[config.mk]
export PLATFORM = sky130hd
export DESIGN_NAME = solve_sequencer
export DESIGN_NICKNAME = d
export VERILOG_FILES = /design/src/rtl/solve_sequencer.sv
export SDC_FILE = /design/constraint.sdc
export NUM_CORES = 1
export LEC_CHECK = 0
export CAP_MARGIN = 20
export CORE_MARGIN = 2
export CORE_UTILIZATION = 35
export CTS_CLUSTER_DIAMETER = 80
export CTS_CLUSTER_SIZE = 12
export DETAILED_ROUTE_END_ITERATION = 7
export DONT_BUFFER_PORTS = 1
export PLACE_DENSITY = 0.6
export SLEW_MARGIN = 25
export SYNTH_ARGS = -nofsm -noshare
export SYNTH_HDL_FRONTEND = slang
export SYNTH_SLANG_ARGS = --single-unit
export TNS_END_PERCENT = 30
[constraint.sdc]
create_clock -name clk -period 4.85 [get_ports clk]
set_clock_uncertainty 0.1 [all_clocks]
set_input_delay 0.7275 -clock clk [delete_from_list [all_inputs] [get_ports clk]]
set_output_delay 0.7275 -clock clk [all_outputs]
set_load 0.02 [all_outputs]
[src/rtl/solve_sequencer.sv]
// solve_sequencer: run controller for the nonogram pipeline.
// Sequences parse -> solve -> emit, or reports a one-byte error code.
module solve_sequencer #(
    parameter int          TIMEOUT_CYCLES = 100_000_000,
    parameter int          CNT_W          = 27,
    parameter logic [7:0]  ERR_PARSE      = 8'hE3,
    parameter logic [7:0]  ERR_UNSAT      = 8'hE1,
    parameter logic [7:0]  ERR_TIMEOUT    = 8'hE2
) (
    input  logic       clk,
    input  logic       rst,
    input  logic       parse_done,
    input  logic       parse_error,
    input  logic [3:0] n_in,
    input  logic [3:0] m_in,
    output logic       solver_start,
    input  logic       solver_done,
    input  logic       solver_unsat,
    output logic       asm_valid,
    input  logic       asm_done,
    input  logic       transmit_busy,
    output logic       err_ready,
    output logic [7:0] err_byte,
    output logic       tx_sel,
    output logic [3:0] n,
    output logic [3:0] m,
    output logic       busy,
    output logic [2:0] state_dbg
);

    typedef enum logic [2:0] {
        IDLE   = 3'd0,
        START  = 3'd1,
        SOLVE  = 3'd2,
        EMIT   = 3'd3,
        ERR    = 3'd4,
        ERR_TX = 3'd5
    } state_t;

    state_t           state;
    state_t           state_n;
    logic [7:0]       err_n;
    logic [3:0]       n_n;
    logic [3:0]       m_n;
    logic [CNT_W-1:0] wd;
    logic             size_ok;
    logic             expired;

    assign size_ok = (n_in != 4'd0) && (n_in <= 4'd11) &&
                     (m_in != 4'd0) && (m_in <= 4'd11);
    assign expired = (wd == CNT_W'(TIMEOUT_CYCLES - 1));
    assign state_dbg = state;

    // Next-state, next error code and next board size.
    always_comb begin
        state_n = state;
        err_n   = err_byte;
        n_n     = n;
        m_n     = m;
        unique case (state)
            IDLE: begin
                if (parse_error) begin
                    err_n   = ERR_PARSE;
                    state_n = ERR;
                end else if (parse_done) begin
                    if (size_ok) begin
                        n_n     = n_in;
                        m_n     = m_in;
                        state_n = START;
                    end else begin
                        err_n   = ERR_PARSE;
                        state_n = ERR;
                    end
                end
            end
            START: state_n = SOLVE;
            SOLVE: begin
                if (solver_unsat) begin
                    err_n   = ERR_UNSAT;
                    state_n = ERR;
                end else if (solver_done) begin
                    state_n = EMIT;
                end else if (expired) begin
                    err_n   = ERR_TIMEOUT;
                    state_n = ERR;
                end
            end
            EMIT: begin
                if (asm_done) state_n = IDLE;
            end
            ERR: begin
                if (!transmit_busy) state_n = ERR_TX;
            end
            ERR_TX: state_n = IDLE;
            default: state_n = IDLE;
        endcase
    end

    // State and registered outputs, derived from the transition taken.
    always_ff @(posedge clk or posedge rst) begin
        if (rst) begin
            state        <= IDLE;
            err_byte     <= 8'd0;
            n            <= 4'd0;
            m            <= 4'd0;
            solver_start <= 1'b0;
            asm_valid    <= 1'b0;
            err_ready    <= 1'b0;
            tx_sel       <= 1'b0;
            busy         <= 1'b0;
        end else begin
            state        <= state_n;
            err_byte     <= err_n;
            n            <= n_n;
            m            <= m_n;
            solver_start <= (state_n == START);
            asm_valid    <= (state == SOLVE) && (state_n == EMIT);
            err_ready    <= (state == ERR) && (state_n == ERR_TX);
            tx_sel       <= (state_n == ERR) || (state_n == ERR_TX);
            busy         <= (state_n != IDLE);
        end
    end

    // Solver watchdog: cleared in START, counts through SOLVE.
    always_ff @(posedge clk or posedge rst) begin
        if (rst) begin
            wd <= '0;
        end else if (state == START) begin
            wd <= '0;
        end else if (state == SOLVE) begin
            wd <= wd + 1'b1;
        end
    end

endmodule

==> results.txt, run 1 <==
The first global-routing pass estimated 7730 µm of wire. The final weighted congestion of routability-driven global placement is between 0.7 and 0.8. The vias per cell is between 5 and 6. The clock latency of the later-clocked register in the worst-skew pair is ~0.3 ns. The mean cell area of the mapped netlist is approximately 10 µm². The post-CTS repair timing setup buffer count is 0. The part of the Yosys area used for sequential elements is around half.

In the final layout, flip-flops and latches occupy approximately 1200 µm². The peak clock frequency supported by timing came out at 0.379 GHz. Global routing finished with a remaining overflow of 0.

Hold repair after CTS inserted 0 buffers. The violation count after the first detailed-routing iteration came out at around 160. The total count of max-transition violations in the final report was 0. Synthesis instantiated 40 different standard cells from the library. The final number of hold-violating endpoints is 0.

The half-perimeter wire length of the detailed placement result came out at slightly above 3000 µm. The static leakage is around 0.99 nW. For this run, the number of standard cells in the final layout without fillers is a little under 300. The largest voltage drop on the vdd net is 0.000215 V. After layout, the worst setup slack is about 2.2 ns. On the critical path, the stage with the largest delay is an instance of sky130_fd_sc_hd__or4_1. The CTS tree is yes. The horizontal extent of the die came out at 84.0 µm.

The final instance area came out at around 2400 µm². The CTS clock-pin slew for the worst setup and hold paths came out at roughly 0.090 ns. At the worst endpoint, the arrival time is roughly 2.7 ns. The maximum level of the CTS H-tree is 2. The number of antenna-violating nets in the routed design came out at 0. Wires add up to roughly 4400 µm.

Compared with the post-synthesis result, the final layout area differs by 5.31%. In the final layout, the share of cells above drive strength 1 is approximately a tenth. Setup repair after global routing left no endpoint under its margin.

The post-synthesis register bit count came out at 46. The number of flops mapped to enable cells by yosys is 0. The filler cells instantiated in the layout total about 630. The number of nets in the layout is ~230.

The global routing met3 resource utilization is under 10%. The worst setup path is launched from a register. The number of inserted diodes came out at 0. In this run the clock root is driven by a sky130_fd_sc_hd__clkbuf_8.

The number of buffers created by CTS came out at 5. The most used flip-flop cell after synthesis is sky130_fd_sc_hd__dfrtp_1. The layer with the highest usage is met2. The flow ran to the end, and the final reports show no timing, DRC or antenna violations.

Of all flip-flops after synthesis, the portion carrying an async set or reset was between 90% and 100%. The worst setup slack before clock tree synthesis is 2.11 ns. Setup violations remaining at the end of the flow were counted as 0. The pin slew with the least headroom to its limit came out at 0.789 ns.

The count of buffers added on input and output ports is 0. The effective utilization at floorplan is approximately 36%. The length of the first detailed-routing pass in iterations is 4.

The final critical delay including setup and external delays came out at approximately 2.6 ns. The netlist area before placement is about 2200 µm². The worst slew margin relative to its limit is 47.4%. The area of the die is around 7100 µm². In the routed design, unresolved DRC markers number 0. The overall global routing resource usage came out at 13.4%. The largest stage delay on the critical path came out at roughly 0.65 ns.

The boundary pin count came out at 40. The synthesized netlist cell count is approximately 220. The most used cell along the critical path is sky130_fd_sc_hd__or4_1. The highest fanout seen on the critical path came out at 7. The met1 track demand over resource is between 10% and 20%. In this run the power density over the cells is 435 nW/µm². By startpoint and endpoint, the worst setup path is classified as register to register.

After detailed routing, the average wire length per cell comes to 15.3 µm. The number of global-route vias before repair was 1590. The number of antenna violations at the first check in global routing came out at 0. The signal on the critical path passes through nand4_4, or4b_1, or4_1, o2bb2ai_2, or4_1. The number of maximum-capacitance violations is 0.

The largest buffer count on any clock path came out at 2. The final critical path takes up 54.4% of the cycle. The initialized floorplan defines 29 standard-cell rows. In this run the standard cell core region covers 6280 µm². The Yosys step of the flow raised 0 warnings. The type of the tightest min-delay check is input port to asynchronous set/reset pin. The via total after detailed routing is between 1.5k and 2k. The area used by multi-input combinational logic is between 900 and 1000 µm².

The accumulated negative setup slack came out at 0 ns. The cell area reported after detailed placement is 2270 µm². The nature of the critical path endpoint is a register. The largest net degree at the start of global routing came out at 47. The vertical die dimension is roughly 84 µm. In the global route stage, met2 resource usage came out at between 20% and 30%. The number of gates given a new drive strength after cts came out at 0.

The total number of clock tree sinks is 46. Including well taps, the total number of placed cells is 281. The critical path required time is 4.91 ns.
## registers in the layout, summed over array words and instances, names as in the netlist
register / count
wd: 27
m: 4
n: 4
err_byte: 3
state_dbg: 3
asm_valid: 1
busy: 1
err_ready: 1
solver_start: 1
tx_sel: 1
## area by class of cell
class | instances | share of cell area [%]
inverters | 6 | 1.01
well taps | 77 | 4.08
multi-input cells | 152 | 42.2
flip-flops and latches | 46 | 48.8
clock inverters | 1 | 0.212
clock buffers | 7 | 3.66
## worst paths after layout
check / slack, ns / cells past startpoint / from / endpoint
max: 2.21 / 5 / wd[2]$_DFFE_PP0P_ / busy$_DFF_PP0_
min: 0.32 / 1 / rst / wd[2]$_DFFE_PP0P_
max reg2reg: 2.21 / 5 / wd[2]$_DFFE_PP0P_ / busy$_DFF_PP0_
min reg2reg: 0.39 / 1 / wd[23]$_DFFE_PP0P_ / wd[23]$_DFFE_PP0P_
max in group asynchronous: 3.85 / 1 / rst / err_byte[0]$_DFFE_PP0P_
min in group clk: 0.39 / 1 / wd[23]$_DFFE_PP0P_ / wd[23]$_DFFE_PP0P_
## metrics by stage
stage / power (mW) / util, % / hold slack (ns)
detailed placement: 0.795 / 36.1 / 0.373
floorplan: 0.750 / - / 0.344
CTS: 1.04 / 37.6 / 0.390
global placement: 0.793 / 36.1 / 0.369
finish: 1.03 / 37.6 / 0.320
global route: 1.08 / 37.6 / 0.387
## synthesized netlist by cell type, drive strengths merged (2+ instances only)
cell / number / area share [%]
and4: 2 / 0.78
and2: 2 / 0.56
nand2: 20 / 3.4
mux2: 8 / 4.0
nor2: 11 / 1.8
dfrtp: 46 / 51
nor2b: 2 / 0.56
or3: 3 / 0.84
or4: 4 / 1.3
o31ai: 14 / 4.7
clkbuf: 8 / 1.3
a21oi: 5 / 1.1
o21ai: 10 / 2.2
and3: 4 / 1.2
mux2i: 7 / 3.1
a22oi: 2 / 0.67
o211ai: 11 / 3.7
nand3: 16 / 3.6
nor4b: 2 / 0.78
buf: 7 / 2.1
nor3: 4 / 0.89
xor2: 2 / 0.78
inv: 6 / 1.0
nand4: 8 / 2.9
## kinds of logic after synthesis
logic type / synth area share [%]
AO/OA/AOI/OAI: 14.6
XOR/XNOR: 0.782
adder cells (fa/ha/maj): 0.559
buffers and inverters: 4.47
flip-flops: 51.4
multiplexers: 7.15
other: 0.167
AND/OR/NAND/NOR: 20.8
## worst max-delay path, delay by kind of cell (launching register included)
family	cells	cell delay [ns]
AO/OA/AOI/OAI	1	0.18
flip-flops	1	0.44
AND/OR/NAND/NOR	4	1.77
## layer usage
| layer | vias to the layer above | part of all wire (%) |
|---|---|---|
| met5 | - | 0 |
| met4 | 0 | 1.5 |
| met3 | 5 | 2.7 |
| met2 | 25 | 45 |
| met1 | 774 | 51 |
| li1 | 790 | - |
## layout by cell type (no fill, tap or decap), types with 4 or more instances in the layout
cell	Yosys	final
sky130_fd_sc_hd__nor2_1	11	11
sky130_fd_sc_hd__mux2_2	8	8
sky130_fd_sc_hd__o21ai_0	10	10
sky130_fd_sc_hd__o211ai_1	11	11
sky130_fd_sc_hd__o31ai_1	14	14
sky130_fd_sc_hd__a21oi_1	5	5
sky130_fd_sc_hd__nand3_1	16	16
sky130_fd_sc_hd__or4_1	4	4
sky130_fd_sc_hd__inv_1	6	5
sky130_fd_sc_hd__clkbuf_8	0	6
sky130_fd_sc_hd__nor3_1	4	4
sky130_fd_sc_hd__nand4_1	7	7
sky130_fd_sc_hd__mux2i_1	7	7
sky130_fd_sc_hd__nand2_1	20	20
sky130_fd_sc_hd__dfrtp_1	46	46
## where the power goes
group	leakage [nW]	internal (mW)	switching, mW
sequential	0.601	0.450	0.153
clock	0.0482	0.115	0.126
combinational	0.336	0.0833	0.0982
total	0.985	0.649	0.377
(Power assumes the default switching activity.)
==> run 2, diff against run 1 <==
clock period = 2.65 ns   (was 4.85 ns; I/O delays follow)
==> run 2 against run 1 <==
- clock power grew 110%
- critical path depth rose by 1
- global-route usage is 0.15 points lower
- utilization increased by 1.2 points
- first-iteration DRC count down 25%
- fmax rose by 7.0%
- flip-flop and latch count unchanged
- setup slack got worse by 2.0 ns
- die area did not move
- via count up 3.3%
- non-clock buffer count grew 8
- cell count grew 2.8%
- critical path type unchanged
- largest cell class unchanged
==> results.txt, run 2 (same netlist as run 1, synthesis figures left out) <==
The critical path required time came to 2.79 ns (-2.12 ns). The overall global routing resource usage came to 13.3% (-0.15 points). The launching point of the worst reg2reg path is wd[21]$_DFFE_PP0P_. STA classifies the critical path startpoint as a register.

The violation count after the first detailed-routing iteration is 120 (-25%). The total number of clock tree sinks was 46 (unchanged). The cell area reported after detailed placement came to 2330 µm² (+2.7%). The net switching power of the design came out at 0.698 mW (+85%). The count of buffers inserted at the top-level ports is 0 (unchanged).

The placeable core region came out at 6280 µm² (unchanged). The area overhead of the layout relative to synthesis came out at 8.66%. The depth of the worst register-to-register path came out at 6 (+1). The largest net degree at the start of global routing came out at 47 (unchanged).

The total detailed-routing wirelength came to 4410 µm (-0.45%). The number of antenna-violating nets in the routed design came out at 0 (unchanged). The run finished with clean final reports. The vias per cell was 5.55 (+0.54%). The worst slew margin relative to its limit was 46.6% (-0.86 points). The total congestion overflow came out at 0 (unchanged). The pin slew with the least headroom to its limit is 0.801 ns (+0.0119 ns). The number of inserted filler cells in the final layout is 615 (-2.8%). The final weighted congestion of routability-driven global placement came out at 0.766 (+2.8%).

The number of buffers created by CTS is 5 (unchanged). The library cells used most frequently in the layout, excluding fill and tap cells, are 46 x sky130_fd_sc_hd__dfrtp_1, 20 x sky130_fd_sc_hd__nand2_1, 16 x sky130_fd_sc_hd__nand3_1, 14 x sky130_fd_sc_hd__o31ai_1. The length of the first detailed-routing pass in iterations came out at 4 (unchanged). The via total after detailed routing came out at 1647 (+3.3%).

The largest registers in the layout are wd: 27 flops, m: 4 flops, n: 4 flops. The flip-flop count of the largest register, all copies and words added came out at 27 (unchanged). In this run the critical register-to-register path is captured at busy$_DFF_PP0_. The switching share of power was 35.1% (-1.6 points). The final cell count without fillers was 297 (+2.8%).

The accumulated negative setup slack was 0 ns (unchanged). The share of final-layout standard cells stronger than drive strength 1 is 12.7% (+2.8 points). The static leakage came out at 1.03 nW (+4.3%). The number of setup violations in the final report came to 0 (unchanged). The total count of max-transition violations in the final report is 0 (unchanged). The area used by multi-input combinational logic came out at 996 µm² (unchanged). The effective utilization at floorplan came out at 35.7% (unchanged). The post-CTS repair timing setup buffer count is 0 (unchanged). The wire length of the first global-routing pass came out at 7570 µm (-2.1%). The part of the total power dissipated in sequential elements came out at 51.2% (-7.6 points).

The number of global-route vias before repair is 1567 (-1.4%). The maximum level of the CTS H-tree is 2 (unchanged). The number of cells after detailed placement is 289 (+2.8%). The cell at the slowest stage of the critical path is sky130_fd_sc_hd__or4_1. The floorplan row count came out at 29 (unchanged). The number of antenna violations at the first check in global routing was 0 (unchanged). The setup slack on the worst flop-to-flop path came to 0.19 ns (-2.03 ns).

The number of nets in the layout is 236 (+3.5%). The total internal power is 1.29 mW (+99%). The library cell used most frequently in the layout, excluding fill and tap cells, is sky130_fd_sc_hd__dfrtp_1. The area of the die is 7060 µm² (unchanged). The power density of the placed cells came out at 816 nW/µm² (+88%).

The largest buffer count on any clock path is 2 (unchanged). TritonCTS built the clock tree. The combinational cell fraction of total power is 23.2% (+5.5 points). The horizontal extent of the die came out at 84.0 µm (unchanged). The average detailed-routed wire length per instance is 14.8 µm (-3.1%). The classification of the worst setup path is register to register. By instance count, the cell type seen most on the critical path is sky130_fd_sc_hd__or4_1.

The final critical delay including setup and external delays came to 2.46 ns (-0.173 ns). The post-route DRC violation count is 0 (unchanged). Setup repair after global routing left no endpoint under its margin. The count of hold buffers inserted by post-cts repair is 0 (unchanged). The vertical die dimension came out at 84.0 µm (unchanged). The half-perimeter wire length of the detailed placement result came out at 3120 µm (+1.4%). The share of the cycle needed by the critical path after routing is 93.0% (+39 points). The worst setup path is captured at a register. The clock latency of the later-clocked register in the worst-skew pair is 0.30 ns (about the same). The peak clock frequency supported by timing came out at 0.406 GHz (+7.0%).

The number of maximum-capacitance violations is 0 (unchanged). The clock network power share is 25.6% (+2.1 points). More flip-flops sit in one register than any other, and that register is wd. The area taken by flip-flops and latches is 1150 µm² (unchanged). The number of inserted diodes is 0 (unchanged).

The path class of the tightest hold or removal check is input port to asynchronous set/reset pin. The sum of internal, switching and leakage power came to 1.99 mW (+94%). In this run the clock root is driven by a sky130_fd_sc_hd__clkbuf_8. The final number of hold-violating endpoints came out at 0 (unchanged). The highest fanout seen on the critical path came out at 5 (-2).

The arrival time at the worst endpoint is 2.61 ns (-0.09 ns). The CTS clock-pin slew for the worst setup and hold paths came to 0.08 ns (about the same). The largest stage delay on the critical path is 0.57 ns (-0.08 ns). Walking the worst path, the cells encountered are and4_1, or4b_1, or4_1, buf_4, o31ai_1, or4_1. The number of gates given a new drive strength after cts came out at 0 (unchanged).

The largest voltage drop on the vdd net came out at 0.000566 V (+160%). The boundary pin count is 40 (unchanged). The final instance area came out at 2430 µm² (+3.2%).
[run 2: changes by cell type in the layout (fill, tap and decap cells not counted)]
cell	previous run	this run
sky130_fd_sc_hd__clkbuf_8	6	5
sky130_fd_sc_hd__clkbuf_1	1	2
sky130_fd_sc_hd__clkinv_2	2	1
sky130_fd_sc_hd__bufinv_16	0	1
sky130_fd_sc_hd__buf_4	0	8
[run 2: metrics by stage]
| step | util [%] | setup slack (ns) | hold WS (ns) |
|---|---|---|---|
| finish | 38.8 | 0.185 | 0.00681 |
| floorplan | - | 0.247 | 0.344 |
| CTS | 38.7 | 0.177 | 0.0672 |
| global placement | 37.1 | 0.213 | 0.371 |
| detailed placement | 37.1 | 0.180 | 0.372 |
| global route | 38.8 | 0.0596 | 0.0567 |
[run 2: cell type report]
| type | instances | share of cell area [%] |
|---|---|---|
| clock buffer | 7 | 3.14 |
| clock inverter | 1 | 1.23 |
| inverter | 6 | 0.977 |
| multi-input combinational | 152 | 40.9 |
| sequential | 46 | 47.3 |
| tap | 77 | 3.96 |
| timing repair buffer | 8 | 2.47 |
[run 2: per-layer routing]
layer	vias to the layer above	part of all wire, %	wire length, µm	global-route usage (%)
met5	-	0	0	0
met4	0	1.9	84	5.57
met3	7	3.8	167	3.46
met2	35	46	2030	19.3
met1	796	48	2130	18.7
li1	809	-	-	-
[run 2: critical path, delay by kind of cell (launching register included)]
| family | cells | cell delay [ns] |
|---|---|---|
| AO/OA/AOI/OAI | 1 | 0.28 |
| flip-flops | 1 | 0.41 |
| buffers and inverters | 1 | 0.18 |
| AND/OR/NAND/NOR | 4 | 1.45 |
[run 2: power by group through the flow]
stage | logic (mW) | registers (mW) | clock network (mW)
finish | 0.461 | 1.02 | 0.509
global route | 0.511 | 1.03 | 0.554
CTS | 0.463 | 1.02 | 0.524
detailed placement | 0.463 | 1.03 | 0
global placement | 0.458 | 1.03 | 0
floorplan | 0.332 | 1.04 | 0
[run 2: how the worst max path moves through the flow]
stage                            start        endpoint  slack, ns
CTS                 wd[21]$_DFFE_PP0P_  busy$_DFF_PP0_       0.18
detailed placement   wd[2]$_DFFE_PP0P_  busy$_DFF_PP0_       0.18
floorplan            wd[2]$_DFFE_PP0P_  busy$_DFF_PP0_       0.25
global route         wd[2]$_DFFE_PP0P_  busy$_DFF_PP0_       0.06
finish              wd[21]$_DFFE_PP0P_  busy$_DFF_PP0_       0.19
global placement    wd[21]$_DFFE_PP0P_  busy$_DFF_PP0_       0.21
